**src/rtl/vga_scaled_reader.sv**
```systemverilog
// VGA raster generator and scaled frame-buffer reader with latency-matched sync/colour outputs.
// Optional build macro VGA_BORDER_EN: forces a white frame on the outermost active rows/columns.
module vga_scaled_reader #(
    parameter int   H_ACTIVE   = 640,
    parameter int   H_FP       = 16,
    parameter int   H_SYNC     = 96,
    parameter int   H_BP       = 48,
    parameter int   V_ACTIVE   = 480,
    parameter int   V_FP       = 10,
    parameter int   V_SYNC     = 2,
    parameter int   V_BP       = 33,
    parameter logic HS_POL     = 1'b0,
    parameter logic VS_POL     = 1'b0,
    parameter int   SCALE_LOG2 = 1,
    parameter int   MEM_LAT    = 1,
    parameter int   ADDR_W     = 19
) (
    input  logic              clk,
    input  logic              rst,
    input  logic              sync_vsync,
    output logic [ADDR_W-1:0] read_add,
    output logic              read_en,
    input  logic [11:0]       read_data,
    output logic [3:0]        red,
    output logic [3:0]        grn,
    output logic [3:0]        blu,
    output logic              hsync,
    output logic              vsync,
    output logic              de,
    output logic              frame_start
);

    localparam int H_TOTAL     = H_SYNC + H_BP + H_ACTIVE + H_FP;
    localparam int V_TOTAL     = V_SYNC + V_BP + V_ACTIVE + V_FP;
    localparam int HW          = $clog2(H_TOTAL);
    localparam int VW          = $clog2(V_TOTAL);
    localparam int H_ACT_START = H_SYNC + H_BP;
    localparam int V_ACT_START = V_SYNC + V_BP;

    localparam logic [HW-1:0] H_LAST_C      = HW'(H_TOTAL - 1);
    localparam logic [HW-1:0] H_SYNC_C      = HW'(H_SYNC);
    localparam logic [HW-1:0] H_ACT_START_C = HW'(H_ACT_START);
    localparam logic [HW-1:0] H_ACT_END_C   = HW'(H_ACT_START + H_ACTIVE);
    localparam logic [VW-1:0] V_LAST_C      = VW'(V_TOTAL - 1);
    localparam logic [VW-1:0] V_SYNC_C      = VW'(V_SYNC);
    localparam logic [VW-1:0] V_ACT_START_C = VW'(V_ACT_START);
    localparam logic [VW-1:0] V_ACT_END_C   = VW'(V_ACT_START + V_ACTIVE);
    localparam logic [VW-1:0] REP_MASK_C    = VW'((1 << SCALE_LOG2) - 1);
    localparam logic [ADDR_W-1:0] SRC_W_C   = ADDR_W'(H_ACTIVE >> SCALE_LOG2);

`ifdef VGA_BORDER_EN
    localparam logic [HW-1:0] H_ACT_LAST_C  = HW'(H_ACT_START + H_ACTIVE - 1);
    localparam logic [VW-1:0] V_ACT_LAST_C  = VW'(V_ACT_START + V_ACTIVE - 1);
    localparam int PW = 5;
`else
    localparam int PW = 4;
`endif

    // Stage word layout: [0] hsync, [1] vsync, [2] de, [3] frame_start, [4] border (optional)
    localparam logic [PW-1:0] STAGE_IDLE = PW'({~VS_POL, ~HS_POL});

    logic [HW-1:0]     hcnt_reg;
    logic [VW-1:0]     vcnt_reg;
    logic [ADDR_W-1:0] line_base_reg;
    logic [ADDR_W-1:0] read_add_reg;
    logic              read_en_reg;
    logic [PW-1:0]     stage_reg;
    logic [PW-1:0]     stage_next;
    logic [PW-1:0]     pipe_out;
    logic              hsync_reg;
    logic              vsync_reg;
    logic              de_reg;
    logic              frame_start_reg;
    logic [11:0]       rgb_reg;

    logic              h_last;
    logic              h_active;
    logic              v_active;
    logic              active;
    logic [HW-1:0]     h_rel;
    logic [VW-1:0]     v_rel;
    logic [ADDR_W-1:0] x_off;

    assign h_last   = (hcnt_reg == H_LAST_C);
    assign h_active = (hcnt_reg >= H_ACT_START_C) && (hcnt_reg < H_ACT_END_C);
    assign v_active = (vcnt_reg >= V_ACT_START_C) && (vcnt_reg < V_ACT_END_C);
    assign active   = h_active && v_active;
    assign h_rel    = hcnt_reg - H_ACT_START_C;
    assign v_rel    = vcnt_reg - V_ACT_START_C;
    assign x_off    = ADDR_W'(h_rel >> SCALE_LOG2);

    always_ff @(posedge clk) begin
        if (rst || sync_vsync) begin
            hcnt_reg <= '0;
            vcnt_reg <= '0;
        end else if (h_last) begin
            hcnt_reg <= '0;
            vcnt_reg <= (vcnt_reg == V_LAST_C) ? '0 : vcnt_reg + 1'b1;
        end else begin
            hcnt_reg <= hcnt_reg + 1'b1;
        end
    end

    // Row base advances once every 2^S output lines, replacing y*SRC_W
    always_ff @(posedge clk) begin
        if (rst || sync_vsync || (vcnt_reg == '0)) begin
            line_base_reg <= '0;
        end else if (h_last && v_active && ((v_rel & REP_MASK_C) == REP_MASK_C)) begin
            line_base_reg <= line_base_reg + SRC_W_C;
        end
    end

    always_comb begin
        stage_next    = STAGE_IDLE;
        stage_next[0] = (hcnt_reg < H_SYNC_C) ? HS_POL : ~HS_POL;
        stage_next[1] = (vcnt_reg < V_SYNC_C) ? VS_POL : ~VS_POL;
        stage_next[2] = active;
        stage_next[3] = (hcnt_reg == '0) && (vcnt_reg == '0);
`ifdef VGA_BORDER_EN
        stage_next[4] = active && ((hcnt_reg == H_ACT_START_C) || (hcnt_reg == H_ACT_LAST_C) ||
                                   (vcnt_reg == V_ACT_START_C) || (vcnt_reg == V_ACT_LAST_C));
`endif
    end

    always_ff @(posedge clk) begin
        if (rst) begin
            read_en_reg  <= 1'b0;
            read_add_reg <= '0;
            stage_reg    <= STAGE_IDLE;
        end else if (sync_vsync) begin
            read_en_reg  <= 1'b0;
            stage_reg    <= STAGE_IDLE;
        end else begin
            read_en_reg  <= active;
            if (active) begin
                read_add_reg <= line_base_reg + x_off;
            end
            stage_reg    <= stage_next;
        end
    end

    // Control flags travel alongside the memory read so they meet read_data on the same cycle
    genvar gi;
    generate
        for (gi = 0; gi < MEM_LAT; gi++) begin : g_dly
            logic [PW-1:0] q_reg;
            if (gi == 0) begin : g_first
                always_ff @(posedge clk) begin
                    if (rst || sync_vsync) q_reg <= STAGE_IDLE;
                    else                   q_reg <= stage_reg;
                end
            end else begin : g_chain
                always_ff @(posedge clk) begin
                    if (rst || sync_vsync) q_reg <= STAGE_IDLE;
                    else                   q_reg <= g_dly[gi-1].q_reg;
                end
            end
        end
    endgenerate

    assign pipe_out = g_dly[MEM_LAT-1].q_reg;

    always_ff @(posedge clk) begin
        if (rst || sync_vsync) begin
            hsync_reg       <= ~HS_POL;
            vsync_reg       <= ~VS_POL;
            de_reg          <= 1'b0;
            frame_start_reg <= 1'b0;
            rgb_reg         <= '0;
        end else begin
            hsync_reg       <= pipe_out[0];
            vsync_reg       <= pipe_out[1];
            de_reg          <= pipe_out[2];
            frame_start_reg <= pipe_out[3];
            if (!pipe_out[2]) begin
                rgb_reg <= '0;
`ifdef VGA_BORDER_EN
            end else if (pipe_out[4]) begin
                rgb_reg <= 12'hFFF;
`endif
            end else begin
                rgb_reg <= read_data;
            end
        end
    end

    assign read_add    = read_add_reg;
    assign read_en     = read_en_reg;
    assign hsync       = hsync_reg;
    assign vsync       = vsync_reg;
    assign de          = de_reg;
    assign frame_start = frame_start_reg;
    assign red         = rgb_reg[3:0];
    assign grn         = rgb_reg[7:4];
    assign blu         = rgb_reg[11:8];

endmodule

```
**config.mk**
```make
export PLATFORM = sky130hd
export DESIGN_NAME = vga_scaled_reader
export DESIGN_NICKNAME = d
export VERILOG_FILES = /design/src/rtl/vga_scaled_reader.sv
export SDC_FILE = /design/constraint.sdc
export NUM_CORES = 1
export LEC_CHECK = 0
export ABC_AREA = 1
export BUFFER_PORTS_ARGS = -buffer_cell sky130_fd_sc_hd__buf_2
export CORE_AREA = 10 10 123 125
export DETAILED_ROUTE_END_ITERATION = 8
export DIE_AREA = 0 0 133 135
export PLACE_DENSITY_LB_ADDON = 0.15
export SYNTH_ARGS = -nofsm -noshare
export SYNTH_HDL_FRONTEND = slang
export SYNTH_SLANG_ARGS = --single-unit
```
**constraint.sdc**
```tcl
create_clock -name clk -period 2.2 [get_ports clk]
set_input_delay 0.33 -clock clk [delete_from_list [all_inputs] [get_ports clk]]
set_output_delay 0.33 -clock clk [all_outputs]
set_load 0.01 [all_outputs]
```
* Word-level counts from Yosys, hierarchy flattened
Index checks and enable logic that the tools add are counted.
** Operators by class
- Add/sub/neg operators :: 6
- $lt $le $gt $ge :: 6
- Equal/unequal tests :: 2
- Muxes and demuxes :: 3
- Bitwise gates (word level) :: 2
- Reduce and logical (&&, ||, !) cells :: 14
** Operators with widths (number)
- 10-bit by 1-bit adder with 10-bit output (second input constant) :: 2
- 10-bit == test (second input constant) :: 2
- 10-bit logical NOT :: 2
- 10-bit < comparator (second input constant) :: 2
- 19-bit by 9-bit adder with 19-bit output :: 1
- 19-bit by 9-bit adder with 19-bit output (second input constant) :: 1
- 10-bit by 6-bit >= comparator with 1-bit output (second input constant) :: 1
- 10-bit by 8-bit >= comparator with 1-bit output (second input constant) :: 1
- 10-bit by 2-bit < comparator with 1-bit output (second input constant) :: 1
- 10-bit by 7-bit < comparator with 1-bit output (second input constant) :: 1
- 10-bit two-way mux :: 1
- 10-bit by 8-bit subtractor with 10-bit output (second input constant) :: 1
- 1-bit logical AND :: 6
- 2-bit OR reduction :: 3
- 1-bit logical OR :: 2
- 1-bit two-way mux :: 2
- 1-bit NOT :: 2
- 2-bit AND reduction :: 1
- 1-bit subtractor (second input constant) :: 1
** Storage, ports and cells
- Register bits after elaboration :: 83
- Input port bits :: 15
- Word-level logic and storage cells :: 45

* Logic depth before layout (Yosys ltp)
Gate-level depths: netlist (run 1).
- Word-level depth :: 4
- Mapped depth :: 15
- Mapped depth without buffers :: 15

* Worst setup path after synthesis (run 1)
Ideal clock, no wire load.
- Path type :: reg2reg
- From :: register hcnt_reg[4]
- To :: register read_add_reg[16] (netlist: read_add[16])
- Library setup time :: 112 ps
- Data arrival time :: 2081 ps
- Data required time :: 2088 ps
- Slack :: 7 ps
- Stages on the path, launching flop included :: 13
- Path buffers :: 0
- Path through :: dfxtp_1 -> inv_1 -> ha_1 -> nand2_2 -> nand2_2 -> xor2_1 -> fa_1 -> o21ai_2 -> nand4_1 -> nand2_1 -> nand3_1 -> nand2_1 -> nor2_1
** On the way
- Elaborated cells on any way between the ends :: 7
- Classes of those cells :: 2 x add/sub; 2 x order compare; 3 x reduce/logical
** RTL lines
- start, declared :: RTL line 62 : logic [HW-1:0] hcnt_reg;
- start signal, assigned :: RTL line 100 : hcnt_reg <= hcnt_reg + 1'b1;
- 10-bit by 8-bit subtractor with 10-bit output :: RTL line 88 : assign h_rel = hcnt_reg - H_ACT_START_C;
- named net h_rel[4] :: RTL line 80 : logic [HW-1:0] h_rel;
- 19-bit by 9-bit adder with 19-bit output :: RTL line 136 : read_add_reg <= line_base_reg + x_off;
- end signal, assigned :: RTL line 136
- end, declared :: RTL line 65 : logic [ADDR_W-1:0] read_add_reg;
The timed path passes the listed nets, and every way through them passes these cells.
A chain may end at the register's enable or synchronous reset.

* Worst setup path in the final report (run 1)
- From :: register hcnt_reg[5]
- To :: register read_add_reg[12] (netlist: read_add[12])
** On the way
- Longest elaborated chain between the ends :: 4
- Elaborated cells on any way between the ends :: 7
- Classes of those cells :: 2 x add/sub; 2 x order compare; 3 x reduce/logical
** Ends and longest elaborated chain
- parallel branches: the longest is 4 deep, another holds 19-bit by 9-bit adder with 19-bit output
Several ways; the timed one is not identified.

==> flow_summary_export.csv, run 1 <==
group,metric,value,unit
sta,rsz0062_at_grt,"true",
routing,drt_first_pass_iters,4,
logic_synthesis,ys.warnings.count,0,
worst_setup_path,cpLargestDelayFamily,"adder cells",
logic_synthesis,avgSynthCellArea,7.05,sq um
finish,fin_area,4730,sq um
place,pre_cts_ws,11.9,ps
sta,hold_viol_final,0,
routing,drt_wl_total,9.72,mm
clock_tree,cts_max_path_buffers,2,
logic_synthesis,synth_adder_area_share,4.08,%
die,ios,51,
logic_synthesis,synth-compound-area-share,4.50,%
routing,first_iter_violations,285,
power,power.density,604,nW/um^2
grt,antenna_found_initial,0,
sta,drv_slew,0,
die,dieHeight,135,um
logic_synthesis,synth_most_common_cell,"nand2_1",
sta,max_freq,483,MHz
routing,antenna_left,0,
logic_synthesis,yosys.area_share.simple,37.1,%
clock_tree,cts_tree,"yes",
sta,worst_pin_slew,602,ps
logic_synthesis,ys_async_sr_fraction,0,%
logic_synthesis,synth_mux_area_share,0,%
sta,finalSetupViolations,0,
status,outcome,"finished clean",
place,dp_hpwl,7.10,mm
grt,grt_max_degree,29,
logic_synthesis,yosys_register_bits,76,
clock_tree,numCtsBuffers,9,
clock_tree,path_clk_slew,60,ps
die,start_util,30.7,%
worst_setup_path,start_kind,"register",
power,p_leak,0.00205,uW
finish,syn_to_final_growth,22.4,%
finish,layout-drive-gt1-share,23.9,%
routing,viasPerCell,4.39,
logic_synthesis,syn_nets,575,
die,die_area,18000,sq um
worst_setup_path,cp_max_fo,4,
grt,grt_pass1_vias,3350,
grt,grt_first_pass_wirelength,16.6,mm
die,rows,41,
worst_setup_path,crit_arrival,2300,ps
logic_synthesis,netlist_area,3860,sq um
worst_setup_path,slowest_delay,370,ps
logic_synthesis,ys.flop_type,"dfxtp_1",
place,place_area,4370,sq um
logic_synthesis,ys_types,33,
clock_tree,root_buffer,"clkbuf_16",
hold_path,hold_path.class,"in -> reg",
routing,via_count,3480,
finish,n_antenna_cell,0,
finish,nets,642,
finish,largest_reg_flops,19,
logic_synthesis,synthCells,548,
sta,fin_skew,5.77,ps
clock_tree,htreeDepth,3,
grt,grt_util_all_layers,11.2,%
sta,timing.slew.headroom,59.6,%
place,portBuffers,50,
sta,min_period,2070,ps
worst_setup_path,critical_path_class,"reg -> reg",
sta,fin_crit_sh,94.2,%
clock_tree,clkLatencyLatePin,340,ps
routing,routedWlPerCell,12.3,um
logic_synthesis,synth_top_area_share,39.4,%
worst_setup_path,crit_buf_inv,4,
worst_setup_path,required,2430,ps
worst_setup_path,worstPathCellList,"inv_2 > nand3_2 > xor2_1 > inv_1 > ha_2 > inv_2 > fa_2 > o21ai_4 > buf_2 > nand3_1 > nand2_1 > nand3_1 > nand2_1 > nor2_2",
place,gp_congestion,0.868,
logic_synthesis,yosysSeqAreaShare,39.4,%
logic_synthesis,synth_common_cells,"129 x nand2_1, 76 x dfxtp_1, 75 x nor2_1, 59 x inv_1, 59 x nand3_1",
logic_synthesis,synth.largest_area_cell,"dfxtp_1",
routing,route.detailed.drc,0,
worst_setup_path,cp-end-kind,"register",
logic_synthesis,synth_top_family_by_area,"simple AND/OR/NAND/NOR gates",
sta,layout_setup_ws,128,ps
logic_synthesis,synth_xor_area_share,5.44,%
logic_synthesis,yosys-top-cells-area,"dfxtp_1 39%, nand2_1 13%, nand3_1 7.6%, nor2_1 7.3%, inv_1 5.7%",
worst_setup_path,cpMaxStageDelayCell,"fa_2",
logic_synthesis,synth-edff-count,0,
grt,overflow,0,
job,cap_violations,0,
die,die_w,133,um
power,ir_drop,0.312,mV
die,core_area,12600,sq um
clock_tree,cts_sinks,76,
area by class of cell:
cell class              instances  area [sq um]
multi-input cells             389          2020
repair buffers                 73           437
flip-flops and latches         76          1530
fillers                      1328          7840
clock inverters                 6          46.3
clock buffers                  10           239
inverters                      66           248
well taps                     172           215
worst reg2reg max path, cell delays in order, from the launching register on:
cell and delay (ps):
dfxtp_2 320, inv_2 70, nand3_2 90, xor2_1 150, inv_1 60, ha_2 180
inv_2 40, fa_2 370, o21ai_4 160, buf_2 160, nand3_1 70, nand2_1 90
nand3_1 80, nand2_1 80, nor2_2 50
per-layer routing:
metal  vias to the layer above  track usage (%)  part of all wire [%]
met2                        67             17.4                    45
met5                         -                0                     0
met4                         0             5.68                   2.0
li1                       1847                -                     -
met3                        11             2.30                   4.6
met1                      1555             14.2                    49
power by group:
part / internal [uW] / switching, uW
logic: 23.4 / 37.0
registers: 1380 / 2.62
clock network: 802 / 608
total: 2210 / 648
layout by cell type (no fill, tap or decap), types with 2 or more instances in the layout:
| master | Yosys | routed |
|---|---|---|
| a21oi_1 | 24 | 24 |
| buf_2 | 6 | 51 |
| buf_4 | 2 | 20 |
| clkbuf_16 | 0 | 9 |
| clkinvlp_4 | 0 | 2 |
| dfxtp_1 | 76 | 72 |
| dfxtp_2 | 0 | 4 |
| ha_1 | 11 | 10 |
| inv_1 | 59 | 56 |
| inv_2 | 6 | 9 |
| inv_6 | 0 | 2 |
| nand2_1 | 129 | 127 |
| nand2_2 | 2 | 3 |
| nand3_1 | 59 | 57 |
| nand3_2 | 2 | 4 |
| nand4_1 | 11 | 11 |
| nor2_1 | 75 | 74 |
| nor2_2 | 26 | 27 |
| nor2_4 | 2 | 2 |
| nor3_1 | 4 | 4 |
| nor4_1 | 2 | 2 |
| o21ai_0 | 6 | 6 |
| or2_2 | 4 | 4 |
| xnor2_1 | 2 | 2 |
| xor2_1 | 22 | 21 |
repair_timing:
item                                    CTS  global route
pin swaps                                 0             5
gates cloned                              0             1
endpoints found under the setup margin    1            10
hold buffers                              0             0
resized for setup                         1            17
buffers inserted                          0             2
cell families after synthesis:
logic type | count (synthesis)
DFF | 76
adders and majority gates | 12
buffers and inverters | 83
xor gates and xnor gates | 24
and+or+nand+nor | 320
AOI/OAI and AO/OA | 33
path summary, 6_finish.rpt:
check,slack [ps],cells past startpoint,start,endpoint
worst min-delay path,200,3,read_data[5],rgb_reg[5]
worst max-delay path,130,14,hcnt_reg[5],read_add[12]
worst min register to register,410,1,g_dly[0].q_reg[1],vsync
worst max register to register,130,14,hcnt_reg[5],read_add[12]
through the flow:
step	setup TNS, ps	hold WS, ps	std cells	power (uW)	util, %
floorplan	0	393	548	1450	-
global placement	0	397	773	1480	34.8
detailed placement	0	399	773	1480	34.8
CTS	0	180	789	2920	37.1
global route	-77.4	199	792	2990	37.6
finish	0	197	792	2860	37.6
No activity file was read; power rests on OpenSTA's default activity.
==> run 2: changes to the inputs <==
Settings changed: ABC_AREA 1 to not set, CORE_AREA 10 10 123 125 to 10 10 93 95, DIE_AREA 0 0 133 135 to 0 0 103 105.
==> run 2 against run 1 <==
  * The flow now finishes with violations (negative setup slack)
  * Routed wire length fell by 19%
  * Area after synthesis shrank 12%
  * Sequential power is essentially flat
  * Global-route usage is 2.9 points higher
  * Maximum frequency decreased by 11%
  * Clock power shrank 11%
  * Via count fell by 19%
  * Synthesized cell count decreased by 33%
  * Core utilization grew 25 points
  * Critical path type unchanged
  * Critical endpoint is now read_add[18]
==> flow_summary_export.csv, run 2 <==
group,metric,value,unit
worst_setup_path,cp-end-kind,"register",
clock_tree,clkLatencyLatePin,350,ps
logic_synthesis,synth_top_area_share,44.7,%
finish,stdcell_count,524,
logic_synthesis,ys_types,47,
logic_synthesis,netlist_area,3400,sq um
logic_synthesis,synth-edff-count,0,
grt,grt_first_pass_wirelength,12.4,mm
worst_setup_path,r2r_cells,9,
sta,finalSetupViolations,6,
routing,antenna_left,0,
worst_setup_path,crit_end,"read_add[18]",
place,dp_hpwl,5.53,mm
sta,layout_setup_ws,-134,ps
job,cap_violations,0,
worst_setup_path,slowest_delay,360,ps
clock_tree,postCtsHoldBufs,0,
place,dp.cells,498,
finish,nets,466,
clock_tree,root_buffer,"clkbuf_8",
finish,layout-drive-gt1-share,30.2,%
power,ir_drop,0.347,mV
finish,syn_to_final_growth,24.1,%
power,pwr-share-seq,51.4,%
clock_tree,path_clk_slew,80,ps
clock_tree,htreeDepth,3,
die,die_w,103,um
worst_setup_path,worstPathCellList,"or3_4 > xor2_1 > ha_2 > inv_2 > fa_2 > nor2b_2 > o21ai_1 > or3_1 > a311oi_1",
power,clockPowerShare,47.0,%
status,outcome,"complete, but fails checks",
hold_path,hold_path.class,"in -> reg",
logic_synthesis,synth_most_common_cell,"dfxtp_1",
logic_synthesis,ys.flop_type,"dfxtp_1",
worst_setup_path,crit_arrival,2600,ps
place,portBuffers,50,
grt,antenna_found_initial,0,
worst_setup_path,worstSetupPathDepth,9,
routing,drt_wl_total,7.88,mm
power,p_switching,576,uW
logic_synthesis,synthCells,365,
die,core_area,6760,sq um
grt,grt_util_all_layers,14.0,%
worst_setup_path,r2r_slack,-130,ps
sta,hold_viol_final,0,
die,die_area,10800,sq um
logic_synthesis,ys_async_sr_fraction,0,%
routing,viasPerCell,5.41,
worst_setup_path,regToRegEndpoint,"read_add[18]",
logic_synthesis,synth_common_cells,"76 x dfxtp_1, 34 x nor2_1, 29 x a21oi_1, 23 x xor2_1, 20 x nand2_1",
finish,largest_reg_flops,19,
logic_synthesis,avgSynthCellArea,9.32,sq um
clock_tree,cts_tree,"yes",
worst_setup_path,rr_startpoint,"hcnt_reg[4]",
clock_tree,cts_max_path_buffers,2,
sta,timing.slew.headroom,63.5,%
routing,first_iter_violations,107,
sta,drv_slew,0,
routing,via_count,2833,
grt,overflow,0,
place,pre_cts_ws,-108,ps
power,p_int,2110,uW
die,dieHeight,105,um
sta,min_period,2330,ps
power,power.density,636,nW/um^2
status,violations,"negative setup slack",
worst_setup_path,start_kind,"register",
routing,drt_first_pass_iters,4,
finish,n_antenna_cell,0,
place,gp_congestion,0.813,
sta,worst_pin_slew,541,ps
sta,fin_crit_sh,106,%
sta,fin_tns_setup,-541,ps
logic_synthesis,syn_nets,392,
power,p_leak,0.00170,uW
worst_setup_path,cp_max_fo,3,
sta,max_freq,428,MHz
grt,grt_max_degree,27,
worst_setup_path,cpMaxStageDelayCell,"or3_4",
finish,final_cell_mix,"74 x dfxtp_1, 50 x buf_2, 33 x nor2_1, 31 x buf_4, 26 x a21oi_1",
worst_setup_path,critical_path_class,"reg -> reg",
sta,fin_skew,7.00,ps
power,switching_share,21.4,%
sta,rsz0062_at_grt,"true",
finish,fin_area,4220,sq um
worst_setup_path,startpoint,"hcnt_reg[4]",
die,rows,30,
finish,final_util,62.5,%
finish,n_fill_cell,566,
grt,grt_pass1_vias,2566,
logic_synthesis,ys.warnings.count,0,
clock_tree,cts_sinks,76,
die,start_util,50.4,%
logic_synthesis,yosys-top-cells-area,"dfxtp_1 45%, xor2_1 5.9%, a21oi_1 4.3%, ha_1 4.0%, nor2_1 3.8%",
routing,route.detailed.drc,0,
logic_synthesis,synth.largest_area_cell,"dfxtp_1",
routing,routedWlPerCell,15.0,um
logic_synthesis,yosysSeqAreaShare,44.7,%
worst_setup_path,crit_buf_inv,1,
die,ios,51,
finish,layout_commonest_cell,"dfxtp_1",
worst_setup_path,cpLargestDelayFamily,"simple AND/OR/NAND/NOR gates",
worst_setup_path,required,2470,ps
clock_tree,numCtsBuffers,9,
power,pwr-share-comb,1.6,%
place,place_area,3810,sq um
logic_synthesis,yosys_register_bits,76,
[run 2: cell types whose count changed after synthesis, sizes merged, moves of 7 or more]
cell,change
nand2,-111
nor2,-69
inv,-56
nand3,-45
and3,+17
a211oi,+11
xnor2,+8
or3,+7
[run 2: how the worst min path moves through the flow]
| stage | from | endpoint | slack, ps | depth (start not counted) |
|---|---|---|---|---|
| final | read_data[5] | rgb_reg[5] | 200 | 2 |
| after floorplan | stage_reg[0] | g_dly[0].q_reg[0] | 380 | 1 |
| after detailed placement | stage_reg[1] | g_dly[0].q_reg[1] | 390 | 1 |
| after global placement | g_dly[0].q_reg[1] | vsync | 390 | 1 |
| after CTS | read_data[5] | rgb_reg[5] | 190 | 2 |
| after global routing | read_data[10] | rgb_reg[10] | 190 | 2 |
[run 2: routing by layer]
layer  share of wire [%]  vias up  GRT usage [%]
met3                 6.8       15           4.87
met4                 2.1        0           4.27
met2                  43       64           20.1
met5                   0        -              0
met1                  48     1317           19.2
li1                    -     1437              -
[run 2: stage by stage]
| step | power, uW | hold slack, ps |
|---|---|---|
| after floorplan | 1440 | 384 |
| after global placement | 1460 | 389 |
| after detailed placement | 1460 | 394 |
| after CTS | 2700 | 189 |
| after global routing | 2780 | 193 |
| final | 2690 | 200 |
[run 2: kinds of logic (layout without fill, tap and decap cells)]
kind of cell / count (synthesis) / after routing / share of synthesized area [%]
buf+inv: 29 / 107 / 4.78
fa+ha+maj: 12 / 12 / 4.63
flops: 76 / 76 / 44.7
xor+xnor: 33 / 33 / 8.49
simple gates: 142 / 142 / 22.6
compound gates: 73 / 74 / 14.7
[run 2: cell type report]
class	instances	area, sq um	area share [%]
repair buffers	82	494	11.7
clock buffers	10	149	3.52
clock inverters	6	92.6	2.19
inverters	9	33.8	0.800
multi-input cells	261	1830	43.3
flip-flops and latches	76	1530	36.1
well taps	80	100	2.37
[run 2: power groups by stage]
stage                     Combinational (uW)  Clock [uW]  Sequential, uW
after floorplan                         21.8           0            1410
after global placement                  42.3           0            1410
after detailed placement                42.9           0            1410
after CTS                               43.0        1280            1380
after global routing                    48.3        1350            1380
final                                   42.5        1260            1380
[run 2: what timing repair did]
item,4_1_cts,5_1_grt
gates resized for setup,1,19
cloned,0,1
setup endpoints to repair,5,22
pin swaps,2,13
setup buffers,1,8
==> run 3: changes to the inputs <==
Settings changed: SKIP_CTS_REPAIR_TIMING set to 1, TNS_END_PERCENT set to 5.
==> run 3 against run 2 <==
  * The run still ends with negative setup slack left
  * Worst hold slack got worse by 2.0 ps
  * Combinational power increased by 2%
  * Clock power about the same
  * Clock skew increased by 1.4 ps
  * Routed wire length decreased by 6.6%
  * First-iteration DRC count increased by 29%
  * Core utilization decreased by 1.6 points
  * Largest cell class unchanged
  * Register-to-register slack improved by 30 ps
  * Cell area decreased by 2.5%
==> flow_summary_export.csv, run 3 (same netlist as run 2, synthesis figures left out) <==
group,metric,value,unit
sta,min_period,2310,ps
routing,route.detailed.drc,0,
hold_path,hp-start,"read_data[7]",
grt,grt_first_pass_wirelength,12.2,mm
job,cap_violations,0,
sta,finalSetupViolations,8,
worst_setup_path,slowest_delay,370,ps
place,portBuffers,50,
place,pre_cts_ws,-124,ps
routing,first_iter_violations,138,
sta,hold_viol_final,0,
hold_path,hold_depth,2,
sta,rsz0062_at_grt,"true",
grt,grt_util_all_layers,13.8,%
worst_setup_path,regToRegEndpoint,"read_add[18]",
die,dieHeight,105,um
finish,regArea,1530,sq um
finish,syn_to_final_growth,21.0,%
clock_tree,cts_max_path_buffers,2,
worst_setup_path,crit_buf_inv,1,
die,die_w,103,um
grt,grt_pass1_vias,2535,
worst_setup_path,worstPathCellList,"or3_4 > xor2_1 > ha_2 > inv_2 > fa_2 > nor2b_2 > o21ai_2 > or3_1 > a311oi_1",
status,violations,"negative setup slack",
clock_tree,cts_tree,"yes",
die,rows,30,
die,die_area,10800,sq um
routing,routedWlPerCell,14.2,um
worst_setup_path,critical_path_class,"reg -> reg",
finish,final_cell_mix,"74 x dfxtp_1, 50 x buf_2, 33 x nor2_1, 29 x a21oi_1, 25 x buf_4",
sta,worst_pin_slew,503,ps
die,start_util,50.4,%
worst_setup_path,r2r_cells,9,
routing,drt_first_pass_iters,4,
sta,fin_skew,8.36,ps
sta,max_freq,434,MHz
worst_setup_path,cpMaxStageDelayCell,"or3_4",
worst_setup_path,crit_arrival,2570,ps
hold_path,whs_endpoint,"rgb_reg[7]",
worst_setup_path,r2r_slack,-110,ps
worst_setup_path,cp_max_fo,4,
finish,n_antenna_cell,0,
grt,grt_max_degree,27,
finish,multi_input_area,1770,sq um
sta,fin_crit_sh,105,%
finish,layout_commonest_cell,"dfxtp_1",
grt,antenna_found_initial,0,
sta,layout_setup_ws,-106,ps
clock_tree,cts_sinks,76,
power,power.density,648,nW/um^2
hold_path,hold_path.class,"in -> reg",
finish,largest_reg_flops,19,
place,dp_hpwl,5.35,mm
clock_tree,numCtsBuffers,9,
worst_setup_path,rr_startpoint,"hcnt_reg[4]",
place,gp_congestion,0.838,
worst_setup_path,cpLargestDelayFamily,"simple AND/OR/NAND/NOR gates",
grt,overflow,0,
clock_tree,clkLatencyLatePin,350,ps
status,outcome,"complete, but fails checks",
sta,timing.slew.headroom,66.1,%
clock_tree,htreeDepth,3,
power,p_leak,0.00165,uW
worst_setup_path,required,2460,ps
die,ios,51,
finish,layout-drive-gt1-share,27.5,%
routing,via_count,2731,
finish,nets,459,
clock_tree,root_buffer,"clkbuf_8",
clock_tree,path_clk_slew,80,ps
sta,fin_tns_setup,-394,ps
finish,n_fill_cell,612,
routing,antenna_left,0,
die,core_area,6760,sq um
power,ir_drop,0.345,mV
worst_setup_path,start_kind,"register",
routing,drt_wl_total,7.36,mm
sta,drv_slew,0,
routing,viasPerCell,5.28,
worst_setup_path,cp-end-kind,"register",
## run 3: cell count changes in the layout (fill, tap and decap cells not counted), sizes merged
cell   delta
buf       -6
o21ai     -1
## run 3: stage by stage
step	util (%)	hold WS (ps)	cells	area [sq um]	total power [uW]
floorplan	-	384	365	3420	1440
finish	60.9	198	517	4120	2670
global route	60.9	176	517	4120	2770
global placement	56.7	391	500	3830	1460
detailed placement	56.7	393	500	3830	1460
CTS	60.3	187	516	4070	2700
## run 3: where the power goes
| part | switching, uW | total [uW] | leakage [uW] | internal [uW] |
|---|---|---|---|---|
| Clock | 529 | 1240 | 0.000115 | 715 |
| Sequential | 2.79 | 1380 | 0.000615 | 1380 |
| Combinational | 27.2 | 43.2 | 0.000925 | 16.0 |
## run 3: how the worst max path moves through the flow
| stage | slack (ps) | start | cells after the start | end |
|---|---|---|---|---|
| final | -110 | hcnt_reg[4] | 9 | read_add[18] |
| after CTS | -140 | hcnt_reg[4] | 9 | read_add[18] |
| after floorplan | -70 | hcnt_reg[4] | 9 | read_add[18] |
| after global placement | -90 | hcnt_reg[4] | 10 | read_add[16] |
| after global routing | -230 | hcnt_reg[4] | 9 | read_add[18] |
| after detailed placement | -120 | hcnt_reg[4] | 9 | read_add[18] |
## run 3: layout make-up
cell class	count	area share [%]
clock buffer	10	3.62
clock inverter	6	2.25
inverter	9	0.820
multi-input combinational	260	42.9
sequential	76	37.1
tap	80	2.43
timing repair buffer	76	10.9
## run 3: routing by layer
layer  global-route usage [%]  wire (um)  vias to the layer above  part of all wire (%)
met2                     19.6       3040                       61                    41
met5                        0          0                        -                     0
met4                     5.07         97                        0                   1.3
met1                     18.8       3710                     1232                    50
met3                     4.55        511                       10                   6.9
li1                         -          -                     1428                     -
